File: src/rtl/ft_async_fifo_bridge.sv
// ft_async_fifo_bridge
// Bridges an FT245-style asynchronous FIFO port to a simple internal
// interface. Outgoing words are queued in a small TX buffer, and received
// words are delivered as one-cycle pulses. A single FSM with one shared
// down-counter sequences the RD_N and WR_N strobe phases. The phase lengths
// come from the ns parameters and are converted to clk cycles at elaboration.
// Optional build macro: FT_ROUND_ROBIN_EN. When it is defined, contention is
// arbitrated round-robin. When it is not defined, RX has strict priority.
module ft_async_fifo_bridge #(
    parameter int DATA          = 8,
    parameter int ADDR          = 4,
    parameter int FREQ_MHZ      = 200,
    parameter int T_RD_ACT_NS   = 50,
    parameter int T_RD_PRE_NS   = 50,
    parameter int T_WR_SETUP_NS = 5,
    parameter int T_WR_ACT_NS   = 50,
    parameter int T_WR_PRE_NS   = 50
) (
    input  logic            clk,
    input  logic            rst,
    input  logic            ext_wr,
    input  logic [DATA-1:0] ext_wr_data,
    output logic            ext_wr_full,
    input  logic            ext_rd,
    output logic            ext_rd_data_valid,
    output logic [DATA-1:0] ext_rd_data,
    input  logic            RXF_N,
    input  logic [DATA-1:0] ft_rd_data,
    output logic            RD_N,
    input  logic            TXE_N,
    output logic            WR_N,
    output logic [DATA-1:0] ft_wr_data,
    output logic            ft_wr_oe
);

    // ns -> cycles, rounded up, never shorter than one cycle
    function automatic int ns_to_cyc(input int ns);
        int c;
        c = (FREQ_MHZ * ns + 999) / 1000;
        return (c < 1) ? 1 : c;
    endfunction

    localparam int N_RD_ACT   = ns_to_cyc(T_RD_ACT_NS);
    localparam int N_RD_PRE   = ns_to_cyc(T_RD_PRE_NS);
    localparam int N_WR_SETUP = ns_to_cyc(T_WR_SETUP_NS);
    localparam int N_WR_ACT   = ns_to_cyc(T_WR_ACT_NS);
    localparam int N_WR_PRE   = ns_to_cyc(T_WR_PRE_NS);
    localparam int N_MAX_A    = (N_RD_ACT > N_RD_PRE) ? N_RD_ACT : N_RD_PRE;
    localparam int N_MAX_B    = (N_WR_ACT > N_WR_PRE) ? N_WR_ACT : N_WR_PRE;
    localparam int N_MAX_C    = (N_MAX_A > N_MAX_B) ? N_MAX_A : N_MAX_B;
    localparam int N_MAX      = (N_MAX_C > N_WR_SETUP) ? N_MAX_C : N_WR_SETUP;
    localparam int CNT_W      = $clog2(N_MAX + 1);
    localparam int DEPTH      = 1 << ADDR;

    typedef enum logic [2:0] {
        IDLE, RD_ACT, RD_PRE, WR_SETUP, WR_ACT, WR_PRE
    } state_t;

    state_t            state, state_nx;
    logic [CNT_W-1:0]  cnt, cnt_nx;
    logic              rxf_s1, rxf_s2, txe_s1, txe_s2;
    logic [DATA-1:0]   mem [0:DEPTH-1];
    logic [ADDR:0]     wptr, rptr;
    logic              full, empty, push, pop;
    logic              rx_ok, tx_ok, grant_rx, grant_tx;
    logic              rd_capture, load_wr;

    // Two-flop synchronisers for the asynchronous FT status flags (idle = 1)
    always_ff @(posedge clk or posedge rst) begin
        if (rst) begin
            rxf_s1 <= 1'b1;
            rxf_s2 <= 1'b1;
            txe_s1 <= 1'b1;
            txe_s2 <= 1'b1;
        end else begin
            // NOTE: sequential state uses non-blocking assignments so that every flop samples pre-edge values.
            rxf_s1 <= RXF_N;
            rxf_s2 <= rxf_s1;
            txe_s1 <= TXE_N;
            txe_s2 <= txe_s1;
        end
    end

    // TX buffer: full is taken from the registered pointers, so a push while full is dropped even if a pop happens in the same cycle
    assign full        = (wptr[ADDR] != rptr[ADDR]) &&
                         (wptr[ADDR-1:0] == rptr[ADDR-1:0]);
    assign empty       = (wptr == rptr);
    assign push        = ext_wr && !full;
    assign ext_wr_full = full;

    // TX buffer storage
    always_ff @(posedge clk) begin
        // NOTE: storage is deliberately not reset; the pointers alone decide which entries are valid.
        if (push)
            mem[wptr[ADDR-1:0]] <= ext_wr_data;
    end

    // TX buffer pointers with an extra wrap bit
    always_ff @(posedge clk or posedge rst) begin
        if (rst) begin
            wptr <= '0;
            rptr <= '0;
        end else begin
            if (push)
                wptr <= wptr + (ADDR+1)'(1);
            if (pop)
                rptr <= rptr + (ADDR+1)'(1);
        end
    end

    assign rx_ok = !rxf_s2 && ext_rd;
    assign tx_ok = !txe_s2 && !empty;

`ifdef FT_ROUND_ROBIN_EN
    logic last_rx;

    // Records which direction was served last; starts as TX so RX wins the first contention
    always_ff @(posedge clk or posedge rst) begin
        if (rst)
            last_rx <= 1'b0;
        else if (state == IDLE && (rx_ok || tx_ok))
            last_rx <= grant_rx;
    end

    assign grant_rx = rx_ok && (!tx_ok || !last_rx);
`else
    assign grant_rx = rx_ok;
`endif
    assign grant_tx = tx_ok && !grant_rx;

    // Next-state logic: each phase loads the counter with length-1 and leaves when it reaches zero
    always_comb begin
        // NOTE: defaults first so that every path assigns every output and no latch is inferred.
        state_nx   = state;
        cnt_nx     = (cnt != '0) ? cnt - CNT_W'(1) : cnt;
        rd_capture = 1'b0;
        load_wr    = 1'b0;
        pop        = 1'b0;
        case (state)
            IDLE: begin
                if (grant_rx) begin
                    state_nx = RD_ACT;
                    cnt_nx   = CNT_W'(N_RD_ACT - 1);
                end else if (grant_tx) begin
                    state_nx = WR_SETUP;
                    cnt_nx   = CNT_W'(N_WR_SETUP - 1);
                    load_wr  = 1'b1;
                end
            end
            RD_ACT: begin
                if (cnt == '0) begin
                    state_nx   = RD_PRE;
                    cnt_nx     = CNT_W'(N_RD_PRE - 1);
                    rd_capture = 1'b1;
                end
            end
            RD_PRE: begin
                if (cnt == '0)
                    state_nx = IDLE;
            end
            WR_SETUP: begin
                if (cnt == '0) begin
                    state_nx = WR_ACT;
                    cnt_nx   = CNT_W'(N_WR_ACT - 1);
                end
            end
            WR_ACT: begin
                if (cnt == '0) begin
                    state_nx = WR_PRE;
                    cnt_nx   = CNT_W'(N_WR_PRE - 1);
                    pop      = 1'b1;
                end
            end
            WR_PRE: begin
                if (cnt == '0)
                    state_nx = IDLE;
            end
            default: begin
                state_nx = IDLE;
                cnt_nx   = '0;
            end
        endcase
    end

    // State and shared phase counter
    always_ff @(posedge clk or posedge rst) begin
        if (rst) begin
            state <= IDLE;
            cnt   <= '0;
        end else begin
            state <= state_nx;
            cnt   <= cnt_nx;
        end
    end

    // Registered FT strobes and data paths; both strobes decode from one next state, so they can never be low together
    always_ff @(posedge clk or posedge rst) begin
        if (rst) begin
            RD_N              <= 1'b1;
            WR_N              <= 1'b1;
            ft_wr_oe          <= 1'b0;
            ft_wr_data        <= '0;
            ext_rd_data       <= '0;
            ext_rd_data_valid <= 1'b0;
        end else begin
            RD_N              <= (state_nx != RD_ACT);
            WR_N              <= (state_nx != WR_ACT);
            ft_wr_oe          <= (state_nx == WR_SETUP) || (state_nx == WR_ACT);
            ext_rd_data_valid <= rd_capture;
            if (load_wr)
                ft_wr_data <= mem[rptr[ADDR-1:0]];
            if (rd_capture)
                ext_rd_data <= ft_rd_data;
        end
    end

endmodule

File: config.mk
export PLATFORM = sky130hd
export DESIGN_NAME = ft_async_fifo_bridge
export DESIGN_NICKNAME = d
export VERILOG_FILES = /design/src/rtl/ft_async_fifo_bridge.sv
export SDC_FILE = /design/constraint.sdc
export NUM_CORES = 1
export LEC_CHECK = 0
export ABC_CLOCK_PERIOD_IN_PS = 1910
export CAP_MARGIN = 20
export CORE_MARGIN = 2
export CORE_UTILIZATION = 42
export DETAILED_ROUTE_END_ITERATION = 8
export GPL_TIMING_DRIVEN = 1
export PLACE_DENSITY = 0.68
export SLEW_MARGIN = 20
export SYNTH_ARGS = -nofsm -noshare
export SYNTH_HDL_FRONTEND = slang
export SYNTH_SLANG_ARGS = --single-unit
File: constraint.sdc
create_clock -name clk -period 1.91 [get_ports clk]
set_input_delay 0.2865 -clock clk [delete_from_list [all_inputs] [get_ports clk]]
set_output_delay 0.2865 -clock clk [all_outputs]
set_load 0.05 [all_outputs]
==> flow_summary.ini <==
[cells_and_area]
diodes = 0
fillerInstances = 1267
area_growth_pct = 25.94
final_core_util_pct = 53.65
multiInputGateArea_sq_um = 2012
mostFrequentLayoutCells = edfxtp_1 (128), dfrtp_1 (33), clkdlybuf4s50_1 (30), buf_4 (27), nand2_1 (22)
final_common_cell = edfxtp_1
stdcell_area_sq_um = 8802
final_nets = 524
seq_area_sq_um = 4880
drive_gt1_share_pct = 29.53

[global_routing]
grt_start_max_net_pins = 42
grt_pass1_wl_microns = 22950
grt_usage_pct = 17.67
first_global_vias = 4030
grt-ovfl-total = 0
antenna_found_initial = 0

[floorplan]
initial_utilization_pct = 42.60
io_pins = 43
die_w_microns = 133
rows = 47
fp.coreArea_sq_um = 16410
die_area_sq_um = 17690
die_height_microns = 133

[setup_path]
crit_arrival_ns = 1.62
rrSetupSlack_ns = 0.08
regToRegEndpoint = ft_wr_data[4]$_DFFE_PP0P_
crit_path_max_fanout = 3
crit_type = reg2out
critPathLaunchType = flip-flop
worstReg2RegStart = rptr[1]$_DFFE_PP0P_
reg2reg_depth = 6
cp-end-kind = primary output
required_ns = 1.62

[pwr]
power.density_nw_per_um2 = 1414
ir_worst_vdd_mv = 1.061
internal_power_w = 0.008273
p_clk_share_pct = 26.2
pwr-share-seq_pct = 39.6
p_comb_share_pct = 34.2
p_leak_nw = 3.223
switching_share_pct = 33.55
switchingPower_w = 0.004177

[timing]
finalClockSkew_ns = 0.007433
holdWs_ns = 0.2354
worst_pin_slew_ns = 0.7339
hold_violations = 0
setup_violations = 0
finalMaxSlewViolations = 0
rsz0062_at_grt = yes
fin_crit_sh_pct = 99.71
period_needed_ns = 1.904
fmax_mhz = 525.1
relSlewSlack_pct = 50.92

[cts]
cts_hold_buf = 0
cts.reportedPaths.clkPinSlew_ns = 0.06
cts.path.max_buffers = 2
cts_htree_levels = 4
cts_tree = yes
numCtsBuffers = 17
clk_latency_ns = 0.42
cts-root-buf = clkbuf_16
clock_sinks = 169

[logic_synthesis]
ys_types = 45
yosysWarnings = 0
syn-num-nets = 441
avgSynthCellArea_sq_um = 16.96
ys_ff_latch = 169
syn-cell-area_sq_um = 6989
ys_seq_area_share_pct = 69.78
syn-instance-count = 412

[placement]
port_buffers = 42
gp_congestion = 0.8189
place_area_sq_um = 8133
place_hpwl_microns = 9721

[routing]
vias = 3947
firstDrtPassIters = 6
drc = 0
via_per_inst = 5.422
drt_iter0_drc = 289
wl_per_cell_microns = 20.16
ant_nets = 0
wl_microns = 14680

[run_status]
status = complete, no violations

[hold_path]
hold_path_class = in2async

[job]
drv_cap = 0
[timing repair]
item / in CTS / in global routing
resized for setup: 11 / 29
gates cloned: 0 / 0
setup buffers: 0 / 2
pin swaps: 2 / 1
endpoints found under the setup margin: 58 / 48
[stage by stage]
step	power, W	setup WS (ns)	TNS [ns]	cells
floorplan	0.007556	0.02275	0	412
global placement	0.009003	-0.03852	-0.9826	694
detailed placement	0.009094	-0.01687	-0.05107	694
CTS	0.01238	-0.009936	-0.009936	726
global route	0.01305	-0.07680	-0.07680	728
finish	0.01245	0.005588	0	728
[cell families (layout without fill, tap and decap cells)]
group,count (synthesis),count (layout),synth area share [%]
multiplexers,44,44,11.83
flip-flops,169,169,69.78
adder cells (fa/ha/maj),7,7,1.253
AND/OR/NAND/NOR,88,88,6.785
XOR/XNOR,14,14,1.754
buffers and inverters,32,128,2.542
AO/OA/AOI/OAI,58,58,6.051
[Yosys cell counts, drive strengths merged]
master / count / area, sq um
a211oi: 8 / 60.06
a21oi: 9 / 45.04
a221oi: 8 / 113.9
a31oi: 1 / 6.260
a32o: 1 / 10.01
a32oi: 2 / 17.52
and2: 2 / 12.51
and3: 16 / 100.1
buf: 17 / 121.4
clkbuf: 8 / 30.03
clkinv: 1 / 3.750
dfrtp: 35 / 875.8
dfstp: 6 / 157.7
edfxtp: 128 / 3844
ha: 7 / 87.58
inv: 6 / 22.52
mux2: 18 / 202.7
mux2i: 2 / 20.02
mux4: 24 / 604.3
nand2: 24 / 90.09
nand2b: 3 / 18.77
nand3: 1 / 5.000
nand3b: 1 / 7.510
nand4: 4 / 25.02
nor2: 9 / 33.78
nor2b: 13 / 81.33
nor3: 13 / 81.33
nor3b: 1 / 12.51
o211ai: 3 / 27.52
o21a: 1 / 7.510
o21ai: 17 / 85.08
o22ai: 8 / 50.05
or3: 1 / 6.260
xnor2: 11 / 96.34
xor2: 3 / 26.28
[routing by layer]
layer | wire length [microns] | track usage (%)
met5 | 0 | 0
met2 | 7261 | 28.44
met4 | 142 | 5.078
met1 | 6356 | 23.33
met3 | 918 | 5.441
[layout make-up]
type                       instances  share of cell area [%]
multi-input combinational        211                   22.86
inverter                           7                  0.2985
timing repair buffer              89                   11.90
sequential                       169                   55.44
clock buffer                      17                   4.833
clock inverter                    15                   1.549
tap                              220                   3.127
[how the worst max path moves through the flow]
stage	startpoint	to	cells past startpoint
2_1_floorplan	cnt[0]$_DFF_PP0_	cnt[0]$_DFF_PP0_	9
3_3_place_gp	rptr[1]$_DFFE_PP0P_	mem[14][7]$_DFFE_PP_	5
3_5_place_dp	rptr[1]$_DFFE_PP0P_	ft_wr_data[0]$_DFFE_PP0P_	6
4_1_cts	wptr[1]$_DFFE_PP0P_	ext_wr_full	5
5_1_grt	wptr[1]$_DFFE_PP0P_	ext_wr_full	5
6_report	wptr[1]$_DFFE_PP0P_	ext_wr_full	5
[sequential cells by signal, indices dropped and copies added (netlist names), 3 cells and up]
| register | count |
|---|---|
| mem | 128 |
| wptr | 5 |
| ft_wr_data | 8 |
| state | 3 |
| ext_rd_data | 8 |
| rptr | 5 |
| cnt | 4 |
[worst max-delay path: stages, from the launching register on]
cell	delay (ns)
dfrtp_1	0.43
xnor2_2	0.22
nand4_1	0.15
buf_6	0.16
nor2_4	0.09
buf_12	0.14
[power by group through the flow]
stage | logic [W] | registers (W) | clock network (W)
3_3_place_gp | 0.00404 | 0.00496 | 0
5_1_grt | 0.00458 | 0.00500 | 0.00347
6_report | 0.00426 | 0.00494 | 0.00326
4_1_cts | 0.00415 | 0.00493 | 0.00330
3_5_place_dp | 0.00410 | 0.00499 | 0
2_1_floorplan | 0.00200 | 0.00556 | 0
Power figures use the tool's default switching activity.
